===== config.mk =====
export PLATFORM = sky130hd
export DESIGN_NAME = lcd_seq_ctrl_flat
export DESIGN_NICKNAME = d
export VERILOG_FILES = /design/src/rtl/lcd_seq_pkg.sv /design/src/rtl/lcd_seq_ctrl_if.sv /design/src/rtl/lcd_init_rom.sv /design/src/rtl/lcd_seq_ctrl.sv /design/src/flat_wrapper.sv
export SDC_FILE = /design/constraint.sdc
export NUM_CORES = 1
export LEC_CHECK = 0
export ABC_AREA = 0
export CAP_MARGIN = 0
export CORE_UTILIZATION = 60
export CTS_CLUSTER_DIAMETER = 30
export DETAILED_ROUTE_END_ITERATION = 8
export PLACE_DENSITY = 0.86
export SYNTH_ARGS = -nofsm -noshare
export SYNTH_HDL_FRONTEND = slang
export SYNTH_SLANG_ARGS = --single-unit

===== constraint.sdc =====
create_clock -name clk -period 5.8 [get_ports clk]
set_input_delay 1.16 -clock clk [delete_from_list [all_inputs] [get_ports clk]]
set_output_delay 1.16 -clock clk [all_outputs]
set_load 0.005 [all_outputs]

===== src/rtl/lcd_seq_pkg.sv =====
// Shared types and constants for the LCD command sequencer.
// The optional cursor tracker is enabled with LCD_SEQ_AUTOWRAP_EN (see lcd_seq_ctrl).
package lcd_seq_pkg;

    typedef enum logic [2:0] {
        StPwrupWait,
        StInitIssue,
        StInitWait,
        StIdle,
        StIssue,
        StWait
    } seq_state_e;

    localparam int unsigned INIT_LEN = 6;

    localparam logic [7:0] INIT_B0 = 8'h33;
    localparam logic [7:0] INIT_B1 = 8'h32;
    localparam logic [7:0] INIT_B2 = 8'h28;
    localparam logic [7:0] INIT_B3 = 8'h0C;
    localparam logic [7:0] INIT_B4 = 8'h01;
    localparam logic [7:0] INIT_B5 = 8'h06;

    localparam logic [7:0] CMD_CLEAR    = 8'h01;
    localparam logic [7:0] CMD_HOME     = 8'h02;
    localparam logic [7:0] CMD_DDRAM_L0 = 8'h80;
    localparam logic [7:0] CMD_DDRAM_L1 = 8'hC0;

    localparam int unsigned NUM_COLS = 16;

    // Clear (0x01) and home (0x02/0x03) need the long execution time.
    function automatic logic is_long_cmd(logic rs, logic [7:0] data);
        return !rs && (data[7:2] == 6'd0) && (data != 8'd0);
    endfunction

endpackage


===== src/rtl/lcd_seq_ctrl_if.sv =====
// Valid/ready byte handshake between a command source and the LCD sequencer.
interface lcd_seq_ctrl_if;
    logic       cmd_valid;
    logic       cmd_ready;
    logic       cmd_rs;
    logic [7:0] cmd_data;

    modport master (
        output cmd_valid,
        output cmd_rs,
        output cmd_data,
        input  cmd_ready
    );

    modport slave (
        input  cmd_valid,
        input  cmd_rs,
        input  cmd_data,
        output cmd_ready
    );
endinterface


===== src/rtl/lcd_init_rom.sv =====
// HD44780 4-bit init byte table, indexed combinationally.
module lcd_init_rom
    import lcd_seq_pkg::*;
(
    input  logic [2:0] idx,
    output logic [7:0] data
);

    always_comb begin
        data = 8'h00;
        case (idx)
            3'd0:    data = INIT_B0;
            3'd1:    data = INIT_B1;
            3'd2:    data = INIT_B2;
            3'd3:    data = INIT_B3;
            3'd4:    data = INIT_B4;
            3'd5:    data = INIT_B5;
            default: data = 8'h00;
        endcase
    end

endmodule


===== src/rtl/lcd_seq_ctrl.sv =====
// Power-up wait, fixed init sequence, then one lcd_start per accepted byte with a fixed wait.
// Define LCD_SEQ_AUTOWRAP_EN to build the 16x2 cursor tracker with automatic line wrap.
module lcd_seq_ctrl
    import lcd_seq_pkg::*;
#(
    parameter int unsigned CNT_W     = 20,
    parameter int unsigned PWRUP_CYC = 750000,
    parameter int unsigned WR_CYC    = 64,
    parameter int unsigned EXEC_CYC  = 2000,
    parameter int unsigned LONG_CYC  = 82000
) (
    input  logic          clk,
    input  logic          rst,
    lcd_seq_ctrl_if.slave cmd,
    output logic          init_done,
    output logic          busy,
    output logic          lcd_start,
    output logic          lcd_rs,
    output logic          lcd_rw,
    output logic [7:0]    lcd_data
);

    localparam longint unsigned CntMax = (longint'(1) << CNT_W) - 1;

    if (CNT_W < 2 || CNT_W > 32 || PWRUP_CYC == 0 || WR_CYC == 0 || EXEC_CYC == 0 ||
        longint'(PWRUP_CYC) > CntMax ||
        longint'(WR_CYC) + longint'(EXEC_CYC) > CntMax ||
        longint'(WR_CYC) + longint'(LONG_CYC) > CntMax) begin : g_cfg_check
        $error("lcd_seq_ctrl: delay parameters do not fit the CNT_W-bit counter");
    end

    // Loads are wait-1: the issue cycle itself counts as the first wait cycle.
    localparam logic [CNT_W-1:0] PwrupLoad = CNT_W'(PWRUP_CYC - 1);
    localparam logic [CNT_W-1:0] ShortLoad = CNT_W'(WR_CYC + EXEC_CYC - 1);
    localparam logic [CNT_W-1:0] LongLoad  = CNT_W'(WR_CYC + LONG_CYC - 1);

    function automatic logic [CNT_W-1:0] wait_load(logic rs, logic [7:0] data);
        return is_long_cmd(rs, data) ? LongLoad : ShortLoad;
    endfunction

    seq_state_e       state_q, state_d;
    logic [CNT_W-1:0] cnt_q, cnt_d, cnt_dec;
    logic [2:0]       idx_q, idx_d, rom_idx;
    logic [7:0]       rom_byte;
    logic             cnt_zero;
    logic             ready_q, ready_d;
    logic             init_done_q, init_done_d;
    logic             busy_q, busy_d;
    logic             start_q, start_d;
    logic             rs_q, rs_d;
    logic [7:0]       data_q, data_d;
    logic             accept;

`ifdef LCD_SEQ_AUTOWRAP_EN
    logic [3:0] col_q, col_d;
    logic       line_q, line_d;
    logic       wrap_pend_q, wrap_pend_d;
`endif

    // ROM is addressed with the index of the byte about to be issued.
    assign rom_idx = (state_q == StPwrupWait) ? 3'd0 : idx_q + 3'd1;

    lcd_init_rom u_init_rom (
        .idx  (rom_idx),
        .data (rom_byte)
    );

    assign cnt_zero = (cnt_q == '0);
    assign cnt_dec  = cnt_q - CNT_W'(1);
    assign accept   = cmd.cmd_valid && ready_q;

    always_comb begin
        state_d     = state_q;
        cnt_d       = cnt_q;
        idx_d       = idx_q;
        init_done_d = init_done_q;
        rs_d        = rs_q;
        data_d      = data_q;
        start_d     = 1'b0;
`ifdef LCD_SEQ_AUTOWRAP_EN
        col_d       = col_q;
        line_d      = line_q;
        wrap_pend_d = wrap_pend_q;
`endif
        case (state_q)
            StPwrupWait: begin
                if (cnt_zero) begin
                    state_d = StInitIssue;
                    idx_d   = 3'd0;
                    start_d = 1'b1;
                    rs_d    = 1'b0;
                    data_d  = rom_byte;
                    cnt_d   = wait_load(1'b0, rom_byte);
                end else begin
                    cnt_d = cnt_dec;
                end
            end
            StInitIssue: begin
                cnt_d   = cnt_dec;
                state_d = StInitWait;
            end
            StInitWait: begin
                if (!cnt_zero) begin
                    cnt_d = cnt_dec;
                end else if (idx_q == 3'(INIT_LEN - 1)) begin
                    state_d     = StIdle;
                    init_done_d = 1'b1;
`ifdef LCD_SEQ_AUTOWRAP_EN
                    col_d       = 4'd0;
                    line_d      = 1'b0;
                    wrap_pend_d = 1'b0;
`endif
                end else begin
                    state_d = StInitIssue;
                    idx_d   = idx_q + 3'd1;
                    start_d = 1'b1;
                    rs_d    = 1'b0;
                    data_d  = rom_byte;
                    cnt_d   = wait_load(1'b0, rom_byte);
                end
            end
            StIdle: begin
                if (accept) begin
                    state_d = StIssue;
                    start_d = 1'b1;
                    rs_d    = cmd.cmd_rs;
                    data_d  = cmd.cmd_data;
                    cnt_d   = wait_load(cmd.cmd_rs, cmd.cmd_data);
`ifdef LCD_SEQ_AUTOWRAP_EN
                    if (cmd.cmd_rs) begin
                        if (col_q == 4'(NUM_COLS - 1)) begin
                            col_d       = 4'd0;
                            line_d      = ~line_q;
                            wrap_pend_d = 1'b1;
                        end else begin
                            col_d = col_q + 4'd1;
                        end
                    end else if (is_long_cmd(1'b0, cmd.cmd_data)) begin
                        col_d  = 4'd0;
                        line_d = 1'b0;
                    end else if (cmd.cmd_data[7]) begin
                        line_d = cmd.cmd_data[6];
                        col_d  = cmd.cmd_data[3:0];
                    end
`endif
                end
            end
            StIssue: begin
                cnt_d   = cnt_dec;
                state_d = StWait;
            end
            StWait: begin
                if (!cnt_zero) begin
                    cnt_d = cnt_dec;
                end else begin
                    state_d = StIdle;
`ifdef LCD_SEQ_AUTOWRAP_EN
                    // line_q already holds the new line, so it selects the target DDRAM row.
                    if (wrap_pend_q) begin
                        state_d     = StIssue;
                        wrap_pend_d = 1'b0;
                        start_d     = 1'b1;
                        rs_d        = 1'b0;
                        data_d      = line_q ? CMD_DDRAM_L1 : CMD_DDRAM_L0;
                        cnt_d       = ShortLoad;
                    end
`endif
                end
            end
            default: begin
                state_d = StPwrupWait;
                cnt_d   = PwrupLoad;
            end
        endcase
        ready_d = (state_d == StIdle);
        busy_d  = (state_d != StIdle);
    end

    always_ff @(posedge clk or posedge rst) begin
        if (rst) begin
            state_q     <= StPwrupWait;
            cnt_q       <= PwrupLoad;
            idx_q       <= 3'd0;
            ready_q     <= 1'b0;
            init_done_q <= 1'b0;
            busy_q      <= 1'b1;
            start_q     <= 1'b0;
            rs_q        <= 1'b0;
            data_q      <= 8'h00;
        end else begin
            state_q     <= state_d;
            cnt_q       <= cnt_d;
            idx_q       <= idx_d;
            ready_q     <= ready_d;
            init_done_q <= init_done_d;
            busy_q      <= busy_d;
            start_q     <= start_d;
            rs_q        <= rs_d;
            data_q      <= data_d;
        end
    end

`ifdef LCD_SEQ_AUTOWRAP_EN
    always_ff @(posedge clk or posedge rst) begin
        if (rst) begin
            col_q       <= 4'd0;
            line_q      <= 1'b0;
            wrap_pend_q <= 1'b0;
        end else begin
            col_q       <= col_d;
            line_q      <= line_d;
            wrap_pend_q <= wrap_pend_d;
        end
    end
`endif

    assign cmd.cmd_ready = ready_q;
    assign init_done     = init_done_q;
    assign busy          = busy_q;
    assign lcd_start     = start_q;
    assign lcd_rs        = rs_q;
    assign lcd_rw        = 1'b0;
    assign lcd_data      = data_q;

endmodule


===== src/flat_wrapper.sv =====
// flat-port wrapper written by rule: the top's interface ports become plain ports
module lcd_seq_ctrl_flat import lcd_seq_pkg::*;
#(
    parameter int unsigned CNT_W     = 20,
    parameter int unsigned PWRUP_CYC = 750000,
    parameter int unsigned WR_CYC    = 64,
    parameter int unsigned EXEC_CYC  = 2000,
    parameter int unsigned LONG_CYC  = 82000
)
  (clk, rst, init_done, busy, lcd_start, lcd_rs, lcd_rw, lcd_data, cmd_cmd_valid, cmd_cmd_rs, cmd_cmd_data, cmd_cmd_ready);
  lcd_seq_ctrl_if cmd_i ();
  input  logic clk;
  input  logic rst;
  output logic init_done;
  output logic busy;
  output logic lcd_start;
  output logic lcd_rs;
  output logic lcd_rw;
  output logic [7:0] lcd_data;
  input wire logic [$bits(cmd_i.cmd_valid)-1:0] cmd_cmd_valid;
  input wire logic [$bits(cmd_i.cmd_rs)-1:0] cmd_cmd_rs;
  input wire logic [$bits(cmd_i.cmd_data)-1:0] cmd_cmd_data;
  output wire logic [$bits(cmd_i.cmd_ready)-1:0] cmd_cmd_ready;
  assign cmd_i.cmd_valid = cmd_cmd_valid;
  assign cmd_i.cmd_rs = cmd_cmd_rs;
  assign cmd_i.cmd_data = cmd_cmd_data;
  assign cmd_cmd_ready = cmd_i.cmd_ready;
  lcd_seq_ctrl #(.CNT_W(CNT_W), .PWRUP_CYC(PWRUP_CYC), .WR_CYC(WR_CYC), .EXEC_CYC(EXEC_CYC), .LONG_CYC(LONG_CYC)) u_core (.clk(clk), .rst(rst), .cmd(cmd_i), .init_done(init_done), .busy(busy), .lcd_start(lcd_start), .lcd_rs(lcd_rs), .lcd_rw(lcd_rw), .lcd_data(lcd_data));
endmodule

==> run_results.csv, run 1 <==
group,metric,value,unit
route,drt-pass1-iter-count,4,
layout,design_area,0.002639,mm2
critical_path,worstSetupPathType,"register to register",
pwr,power.share.clock,0.419,
floorplanning,start_util,0.6272,
global_route,grt_use_total,0.2918,
timing,maxClockFrequency,0.2874,GHz
critical_path,worst_ep_arrival_time,3690,ps
floorplanning,die-height,64.10,um
layout,layout-drive-gt1-share,0.1241,
pwr,power_density,187.4,mW/mm2
global_route,number_of_antenna_violations_at_the_first_check_in_global_routing,0,
worst_hold_path,worst_hold_path_type,"register to register",
global_route,globalRoute.totalOverflow,0,
logic_synthesis,yosys_register_bits,39,
cts,cts.path.max_buffers,2,
logic_synthesis,mappedNetlistArea,0.002313,mm2
timing,clock_skew,12.48,ps
pwr,p_sw,106.9,uW
route,totalWireLength,5.341,mm
logic_synthesis,postSynth.asyncResetShare,1.000,
logic_synthesis,yosys.cell_count.top_type,"sky130_fd_sc_hd__nand2_1",
logic_synthesis,ys_top_cells_by_count,"sky130_fd_sc_hd__nand2_1 (35), sky130_fd_sc_hd__nor2_1 (27), sky130_fd_sc_hd__o21ai_0 (26)",
pwr,switching_portion_of_total_power,0.2160,
layout,area_delta_synth_final,14.06,%
logic_synthesis,synthesis.instances,264,
cts,clk-insertion-delay-late,300,ps
logic_synthesis,synth-seq-area-share,0.4294,
timing,setup_violations,0,
timing,hold_viol_final,0,
logic_synthesis,synthesis.nets,279,
logic_synthesis,synth.top_cells.by_area,"sky130_fd_sc_hd__dfrtp_1 (27%), sky130_fd_sc_hd__dfstp_2 (16%), sky130_fd_sc_hd__nand2_1 (5.7%), sky130_fd_sc_hd__o21ai_0 (5.6%), sky130_fd_sc_hd__nor2_1 (4.4%)",
critical_path,critical_path_peak_fanout,22,
cts,cts_htree_levels,2,
logic_synthesis,synth_largest_type_area_fraction,0.2704,
critical_path,critical_path.endpoint_type,"register",
placement,placement.setup.worst_slack,2154,ps
layout,final_net_count,296,
timing,final.period_utilization,0.5999,
timing,slew_viol_final,0,
global_route,grt_start_max_net_pins,40,
critical_path,crit_required,6010,ps
logic_synthesis,synth_warnings,0,
timing,period_needed,3480,ps
floorplanning,boundaryPins,26,
timing,max_slew.worst_pin.slew,949.9,ps
route,dr_total_vias,2104,
timing,max_slew_margin,0.3647,
cts,tritoncts,"built",
pwr,lkg_pwr,0.001129,uW
pwr,ir_worst_vdd,0.1651,mV
cts,cts_num_sinks,39,
global_route,via_count_of_the_first_global_routing_pass,1967,
layout,antenna_cells_inserted,0,
floorplanning,die_area,0.004108,mm2
floorplanning,placementRows,22,
logic_synthesis,count_of_flip_flops_with_a_built_in_enable_after_synthesis,0,
cts,cts_root_buf,"sky130_fd_sc_hd__clkbuf_8",
logic_synthesis,synth_top_area_cell,"sky130_fd_sc_hd__dfrtp_1",
flow_run,timing.max_cap.violations,0,
pwr,combinationalPowerShare,0.031,
pwr,power.share.sequential,0.550,
critical_path,startpoint_types,"register",
route,post_drt_wl_per_cell,16.18,um
placement,placed_area,0.002535,mm2
logic_synthesis,yosys.cell_types.count,51,
global_route,wire_length_of_the_first_global_routing_pass,9.163,mm
logic_synthesis,top_flip_flop_cell_by_instance_count_after_synthesis,"sky130_fd_sc_hd__dfrtp_1",
cts,cts_resized,0,
run_status,run_status,"finished, final reports clean",
placement,routabilityCongestion,0.8418,
route,routed_via_density,6.376,
cts,clock_pin_slew_worst_setup_and_hold_paths,80,ps
cts,cts_buffers,5,
timing,totalNegativeSetupSlack,0,ps
timing,final_critical_path_setup_slack,2320,ps
route,drcViolationCount,0,
cts,cts_hold_repair.buffers,0,
pwr,p_int,387.8,uW
floorplanning,die_width,64.10,um
route,detail_route.iter0.violations,157,
floorplanning,core_region_area,0.003689,mm2
placement,place.detailed.hpwl,3.528,mm
placement,port_buffers,24,
timing,rsz0062_at_grt,"no",
logic_synthesis,syn-mean-instance-area,8.763,um2
cts,post_cts.repair.setup_buffers,0,
route,ant_nets,0,
-- worst max-delay path: stages, from the launching register on --
cell and delay [ps]:
sky130_fd_sc_hd__dfstp_2 580, sky130_fd_sc_hd__inv_1 50, sky130_fd_sc_hd__ha_1 240, sky130_fd_sc_hd__nor4b_1 180
sky130_fd_sc_hd__nand4_1 530, sky130_fd_sc_hd__o32ai_2 160, sky130_fd_sc_hd__a31oi_2 770, sky130_fd_sc_hd__inv_1 460
sky130_fd_sc_hd__o21ai_0 300, sky130_fd_sc_hd__o21ai_0 110
-- flip-flops by register name, indices dropped and copies added (netlist names) --
| signal | cells |
|---|---|
| u_core.lcd_rs | 1 |
| u_core.init_done | 1 |
| u_core.lcd_start | 1 |
| u_core.cnt_q | 20 |
| u_core.idx_q | 3 |
| u_core.cmd.cmd_ready | 1 |
| u_core.state_q | 3 |
| u_core.lcd_data | 8 |
| u_core.busy | 1 |
-- cell type report --
cell class                 count  area, um2
fill                         290       1050
clock buffer                   7      96.34
clock inverter                 1      7.507
inverter                       8      30.03
tap                           48      60.06
multi-input combinational    201       1196
sequential                    39      993.5
timing repair buffer          26      255.2
-- stage by stage --
step	utilization	std cells	hold slack, ps	power [uW]
3_3_place_gp	0.6872	322	449.6	292.5
5_1_grt	0.7154	330	491.0	510.4
4_1_cts	0.7154	330	471.0	496.4
2_1_floorplan	-	264	451.0	282.2
3_5_place_dp	0.6872	322	450.8	292.5
6_report	0.7154	330	465.3	494.6
-- path summary, 6_finish.rpt --
| check | startpoint | endpoint | slack (ps) | cells after the start |
|---|---|---|---|---|
| hold / removal | u_core.lcd_data[6] | u_core.lcd_data[6] | 470 | 2 |
| min in group asynchronous | rst | u_core.cnt_q[6] | 1280 | 3 |
| max in group asynchronous | rst | u_core.cnt_q[16] | 4160 | 3 |
| setup reg to reg | u_core.cnt_q[0] | u_core.cnt_q[13] | 2320 | 9 |
| setup / recovery | u_core.cnt_q[0] | u_core.cnt_q[13] | 2320 | 9 |
| hold reg to reg | u_core.lcd_data[6] | u_core.lcd_data[6] | 470 | 2 |
-- power by group through the flow --
stage,clock network (uW),registers (uW),logic [uW]
4_1_cts,209,272,15.5
6_report,207,272,15.2
5_1_grt,221,272,16.9
3_5_place_dp,0,277,15.4
3_3_place_gp,0,277,15.3
2_1_floorplan,0,277,5.04
-- cell families (layout without fill, tap and decap cells) --
family,after synthesis,count (layout),synth area share
buffers and inverters,24,42,0.05354
DFF,39,39,0.4294
other,1,1,0.001621
and+or+nand+nor,110,110,0.2374
xor gates and xnor gates,1,1,0.003787
AOI/OAI and AO/OA,85,85,0.2537
muxes,1,1,0.004327
adders and majority gates,3,3,0.01623
-- placed cells by master, fill, tap and decap left out, types with 6 or more instances in the layout --
master                            instances
sky130_fd_sc_hd__nand2_1                 35
sky130_fd_sc_hd__clkdlybuf4s50_1         24
sky130_fd_sc_hd__o21ai_0                 26
sky130_fd_sc_hd__dfrtp_1                 25
sky130_fd_sc_hd__nor2_1                  27
sky130_fd_sc_hd__inv_1                    7
sky130_fd_sc_hd__nor3_1                  12
sky130_fd_sc_hd__a21oi_1                 10
sky130_fd_sc_hd__o31ai_1                  8
sky130_fd_sc_hd__or3_1                    6
sky130_fd_sc_hd__dfstp_2                 14
sky130_fd_sc_hd__clkbuf_8                 7
sky130_fd_sc_hd__a22o_1                   6
-- metal layers --
metal	GRT usage	wire, um	vias to the layer above
met3	0.05536	367	15
li1	-	-	997
met1	0.3979	2309	1002
met4	0.1472	136	0
met2	0.4441	2527	90
met5	0	0	-
Note: power is estimated with default switching activity, not from simulation.
==> inputs of run 2 (changes only) <==
CORE_UTILIZATION = 56   (was 60)
PLACE_DENSITY = 0.82   (was 0.86)
clock period = 3.6 ns   (was 5.8 ns; I/O delays follow)
==> run_results.csv, run 2 (same netlist as run 1, synthesis figures left out) <==
group,metric,value,unit
timing,clock_skew,10.02,ps
pwr,lkg_pwr,0.001142,uW
placement,place.detailed.hpwl,3.504,mm
route,routed_via_density,6.088,
global_route,via_count_of_the_first_global_routing_pass,1901,
layout,regMostFlops,"u_core.cnt_q",
route,drcViolationCount,0,
layout,layout.cells.non_filler,331,
global_route,number_of_antenna_violations_at_the_first_check_in_global_routing,0,
flow_run,timing.max_cap.violations,0,
layout,layout-drive-gt1-share,0.1272,
floorplanning,die_area,0.004392,mm2
run_status,run_status,"finished, final reports clean",
critical_path,r2r_setup_slack,620,ps
layout,area_delta_synth_final,14.76,%
critical_path,regToRegEndpoint,"u_core.lcd_data[5]",
timing,rsz0062_at_grt,"no",
layout,layout.cells.most_common_list,"sky130_fd_sc_hd__nand2_1 (35), sky130_fd_sc_hd__nor2_1 (27), sky130_fd_sc_hd__o21ai_0 (26)",
cts,clock_pin_slew_worst_setup_and_hold_paths,80,ps
critical_path,cpMostUsedCell,"sky130_fd_sc_hd__nor2_1",
floorplanning,die_width,66.28,um
critical_path,worst_r2r_path_depth,9,
worst_hold_path,worst_hold_path_type,"register to register",
cts,cts_root_buf,"sky130_fd_sc_hd__clkbuf_8",
pwr,power_density,310.1,mW/mm2
global_route,globalRoute.totalOverflow,0,
cts,cts_buffers,5,
critical_path,crit_path_max_incr_delay,740,ps
route,post_drt_wl_per_cell,15.66,um
floorplanning,placementRows,22,
timing,setup_violations,0,
placement,routabilityCongestion,0.8507,
cts,cts_hold_repair.buffers,0,
critical_path,startpoint_types,"register",
floorplanning,die-height,66.28,um
critical_path,worst_setup_path_end,"u_core.lcd_data[5]",
route,dr_total_vias,2015,
timing,hold-worst-slack,466.9,ps
placement,placement.setup.worst_slack,691.1,ps
cts,post_cts.repair.setup_buffers,0,
cts,tritoncts,"built",
critical_path,critical_path_depth,9,
global_route,grt_start_max_net_pins,40,
route,detail_route.iter0.violations,219,
floorplanning,core_region_area,0.003799,mm2
placement,dp_cells,323,
cts,cts_resized,0,
placement,placed_area,0.002542,mm2
route,totalWireLength,5.185,mm
pwr,ir_worst_vdd,0.1958,mV
cts,clk-insertion-delay-late,310,ps
critical_path,worstSetupPathType,"register to register",
critical_path,worst_ep_arrival_time,3170,ps
layout,design_area,0.002655,mm2
global_route,wire_length_of_the_first_global_routing_pass,8.949,mm
critical_path,crit_slowest_cell,"sky130_fd_sc_hd__a21oi_1",
timing,max_slew.worst_pin.slew,942.6,ps
floorplanning,start_util,0.6090,
timing,max_slew_margin,0.3716,
critical_path,cp_top_family,"simple AND/OR/NAND/NOR gates",
floorplanning,boundaryPins,26,
timing,hold_viol_final,0,
layout,antenna_cells_inserted,0,
route,drt-pass1-iter-count,4,
timing,totalNegativeSetupSlack,0,ps
critical_path,critical_path_peak_fanout,12,
layout,largest_register_ffs,20,
critical_path,crit_chain,"inv_1 -> ha_1 -> nor4b_1 -> nand4_1 -> nor3_2 -> a21oi_1 -> clkinv_1 -> nor2_1 -> nor2_1",
global_route,grt_use_total,0.2724,
cts,cts.path.max_buffers,2,
layout,layout.cells.most_common,"sky130_fd_sc_hd__nand2_1",
timing,final.period_utilization,0.8276,
cts,cts_num_sinks,39,
critical_path,critical_path.endpoint_type,"register",
layout,final_net_count,297,
route,ant_nets,0,
critical_path,critPathLaunch,"u_core.cnt_q[0]",
timing,period_needed,2979,ps
critical_path,crit_required,3790,ps
timing,maxClockFrequency,0.3356,GHz
timing,final_critical_path_setup_slack,620.6,ps
cts,cts_htree_levels,2,
critical_path,worst_r2r_startpoint,"u_core.cnt_q[0]",
timing,slew_viol_final,0,
critical_path,critical_path.n_buffers_inverters,2,
placement,port_buffers,24,
-- run 2: power by group --
part           internal (uW)  switching, uW
Sequential               439              0
Clock                    196            164
Combinational           11.8           12.4
Total                    647            176
-- run 2: stage by stage --
| stage | total power [uW] | util |
|---|---|---|
| after global routing | 850.2 | 0.6989 |
| after detailed placement | 471.4 | 0.6693 |
| final | 823.3 | 0.6989 |
| after global placement | 471.3 | 0.6693 |
| after CTS | 827.3 | 0.6989 |
| after floorplan | 454.7 | - |
-- run 2: layer usage --
metal  part of all wire  global-route usage
met5                  0                   0
met4              0.021              0.1090
met3              0.068             0.07069
met2               0.43              0.3941
met1               0.48              0.3843
-- run 2: final cells by class --
type                            instances  area [um2]
Clock inverter                          1       5.005
Fill cell                             315        1144
Clock buffer                            7       107.6
Sequential cell                        39       993.5
Tap cell                               48       60.06
Inverter                                8       30.03
Timing Repair Buffer                   27       262.8
Multi-Input combinational cell        201        1196
-- run 2: worst min-delay path by stage --
| stage | startpoint | endpoint | cells after the start |
|---|---|---|---|
| floorplan | u_core.init_done | u_core.init_done | 1 |
| global placement | u_core.init_done | u_core.init_done | 1 |
| detailed placement | u_core.init_done | u_core.init_done | 1 |
| CTS | u_core.init_done | u_core.init_done | 1 |
| global route | u_core.init_done | u_core.init_done | 1 |
| finish | u_core.init_done | u_core.init_done | 1 |
-- run 2: worst reg2reg max path: cells and delay by family, from the launching register on --
| kind | cells | cell delay (ps) |
|---|---|---|
| flip-flops | 1 | 560 |
| AND/OR/NAND/NOR | 5 | 820 |
| buffers and inverters | 2 | 500 |
| adder cells (fa/ha/maj) | 1 | 250 |
| AO/OA/AOI/OAI | 1 | 740 |
==> inputs of run 3 (changes only) <==
clock period = 3.15 ns   (was 3.6 ns; I/O delays follow)
==> run_results.csv, run 3 (same netlist as run 1, synthesis figures left out) <==
group,metric,value,unit
critical_path,startpoint_types,"register",
placement,place.detailed.hpwl,3.644,mm
timing,totalNegativeSetupSlack,0,ps
route,drt-pass1-iter-count,5,
global_route,grt_start_max_net_pins,40,
global_route,via_count_of_the_first_global_routing_pass,1884,
timing,final_critical_path_setup_slack,333.0,ps
cts,cts.path.max_buffers,2,
layout,final_net_count,298,
cts,tritoncts,"built",
layout,layout.cells.most_common,"sky130_fd_sc_hd__nand2_1",
flow_run,timing.max_cap.violations,0,
cts,cts_root_buf,"sky130_fd_sc_hd__clkbuf_8",
cts,cts_num_sinks,39,
route,ant_nets,0,
timing,slew_viol_final,0,
cts,cts_hold_repair.buffers,0,
critical_path,crit_path_max_incr_delay,740,ps
timing,max_slew.worst_pin.slew,935.9,ps
pwr,ir_worst_vdd,0.2148,mV
global_route,globalRoute.totalOverflow,0,
route,drcViolationCount,0,
timing,hold-worst-slack,475.0,ps
cts,post_cts.repair.setup_buffers,0,
pwr,lkg_pwr,0.001140,uW
layout,area_delta_synth_final,14.55,%
critical_path,crit_required,3330,ps
route,detail_route.iter0.violations,202,
floorplanning,boundaryPins,26,
floorplanning,placementRows,22,
layout,antenna_cells_inserted,0,
timing,hold_viol_final,0,
critical_path,critical_path_peak_fanout,12,
route,totalWireLength,5.165,mm
pwr,power_density,338.8,mW/mm2
layout,largest_register_ffs,20,
timing,final.period_utilization,0.8943,
placement,port_buffers,24,
critical_path,worstSetupPathType,"register to register",
layout,layout-drive-gt1-share,0.1268,
pwr,p_total,897.8,uW
critical_path,critical_path.endpoint_type,"register",
cts,clock_pin_slew_worst_setup_and_hold_paths,70,ps
global_route,wire_length_of_the_first_global_routing_pass,8.928,mm
timing,max_slew_margin,0.3761,
global_route,grt_use_total,0.2697,
layout,final_core_utilization,0.6976,
cts,cts_htree_levels,2,
cts,cts_buffers,5,
critical_path,worst_ep_arrival_time,3000,ps
floorplanning,die_area,0.004392,mm2
run_status,run_status,"finished, final reports clean",
floorplanning,start_util,0.6090,
placement,placement.setup.worst_slack,307.6,ps
timing,setup_violations,0,
route,post_drt_wl_per_cell,15.56,um
timing,period_needed,2817,ps
timing,clock_skew,3.116,ps
worst_hold_path,worst_hold_path_type,"register to register",
cts,clk-insertion-delay-late,290,ps
layout,layout.cells.most_common_list,"sky130_fd_sc_hd__nand2_1 (35), sky130_fd_sc_hd__nor2_1 (27), sky130_fd_sc_hd__o21ai_0 (26)",
floorplanning,core_region_area,0.003799,mm2
timing,maxClockFrequency,0.3550,GHz
placement,routabilityCongestion,0.8574,
floorplanning,die-height,66.28,um
global_route,number_of_antenna_violations_at_the_first_check_in_global_routing,0,
layout,regMostFlops,"u_core.cnt_q",
critical_path,crit_slowest_cell,"sky130_fd_sc_hd__a21oi_1",
floorplanning,die_width,66.28,um
cts,cts_resized,0,
route,dr_total_vias,2103,
critical_path,crit_chain,"inv_1 -> ha_1 -> nor4b_1 -> nand4_1 -> nor3_2 -> a21oi_1 -> clkinv_1 -> o21a_1",
timing,rsz0062_at_grt,"no",
route,routed_via_density,6.334,
-- run 3: cell count changes in the layout (fill, tap and decap cells not counted), sizes merged --
cell    change
clkbuf      +1
clkinv      -1
buf         +1
-- run 3: final timing paths --
| check | slack (ps) | startpoint | cells after the start | to |
|---|---|---|---|---|
| max | 330 | u_core.cnt_q[0] | 8 | u_core.lcd_data[1] |
| min | 470 | u_core.init_done | 1 | u_core.init_done |
| max reg2reg | 330 | u_core.cnt_q[0] | 8 | u_core.lcd_data[1] |
| min reg2reg | 470 | u_core.init_done | 1 | u_core.init_done |
| max in group asynchronous | 2030 | rst | 3 | u_core.cnt_q[5] |
| min in group asynchronous | 760 | rst | 3 | u_core.cnt_q[10] |
-- run 3: routing by layer --
layer,GRT usage,up-vias,part of all wire
met5,0,-,0
met4,0.06915,0,0.013
met3,0.04828,8,0.063
met2,0.4094,90,0.44
met1,0.3951,1012,0.49
li1,-,993,-
-- run 3: area by class of cell --
class | instances | area (um2)
Tap cell | 48 | 60.06
Sequential cell | 39 | 993.5
Clock buffer | 8 | 100.1
Fill cell | 307 | 1149
Inverter | 8 | 30.03
Multi-Input combinational cell | 201 | 1196
Timing Repair Buffer | 28 | 270.3
-- run 3: worst max-delay path, delay by kind of cell (launching register included) --
kind,cells,cell delay (ps)
AOI/OAI and AO/OA,2,1030
adders and majority gates,1,230
buffers and inverters,2,500
DFF,1,560
and+or+nand+nor,3,380
-- run 3: report_power, final --
part | leakage [uW] | internal (uW) | switching (uW)
sequential | 0.000484 | 501 | 0
combinational | 0.000605 | 13.5 | 14.2
clock | 0.0000515 | 200 | 169
total | 0.00114 | 715 | 183
-- run 3: metrics by stage --
stage          std cells  cell area [um2]
6_report             332             2650
2_1_floorplan        264             2313
3_3_place_gp         324             2550
4_1_cts              332             2650
5_1_grt              332             2650
3_5_place_dp         324             2550
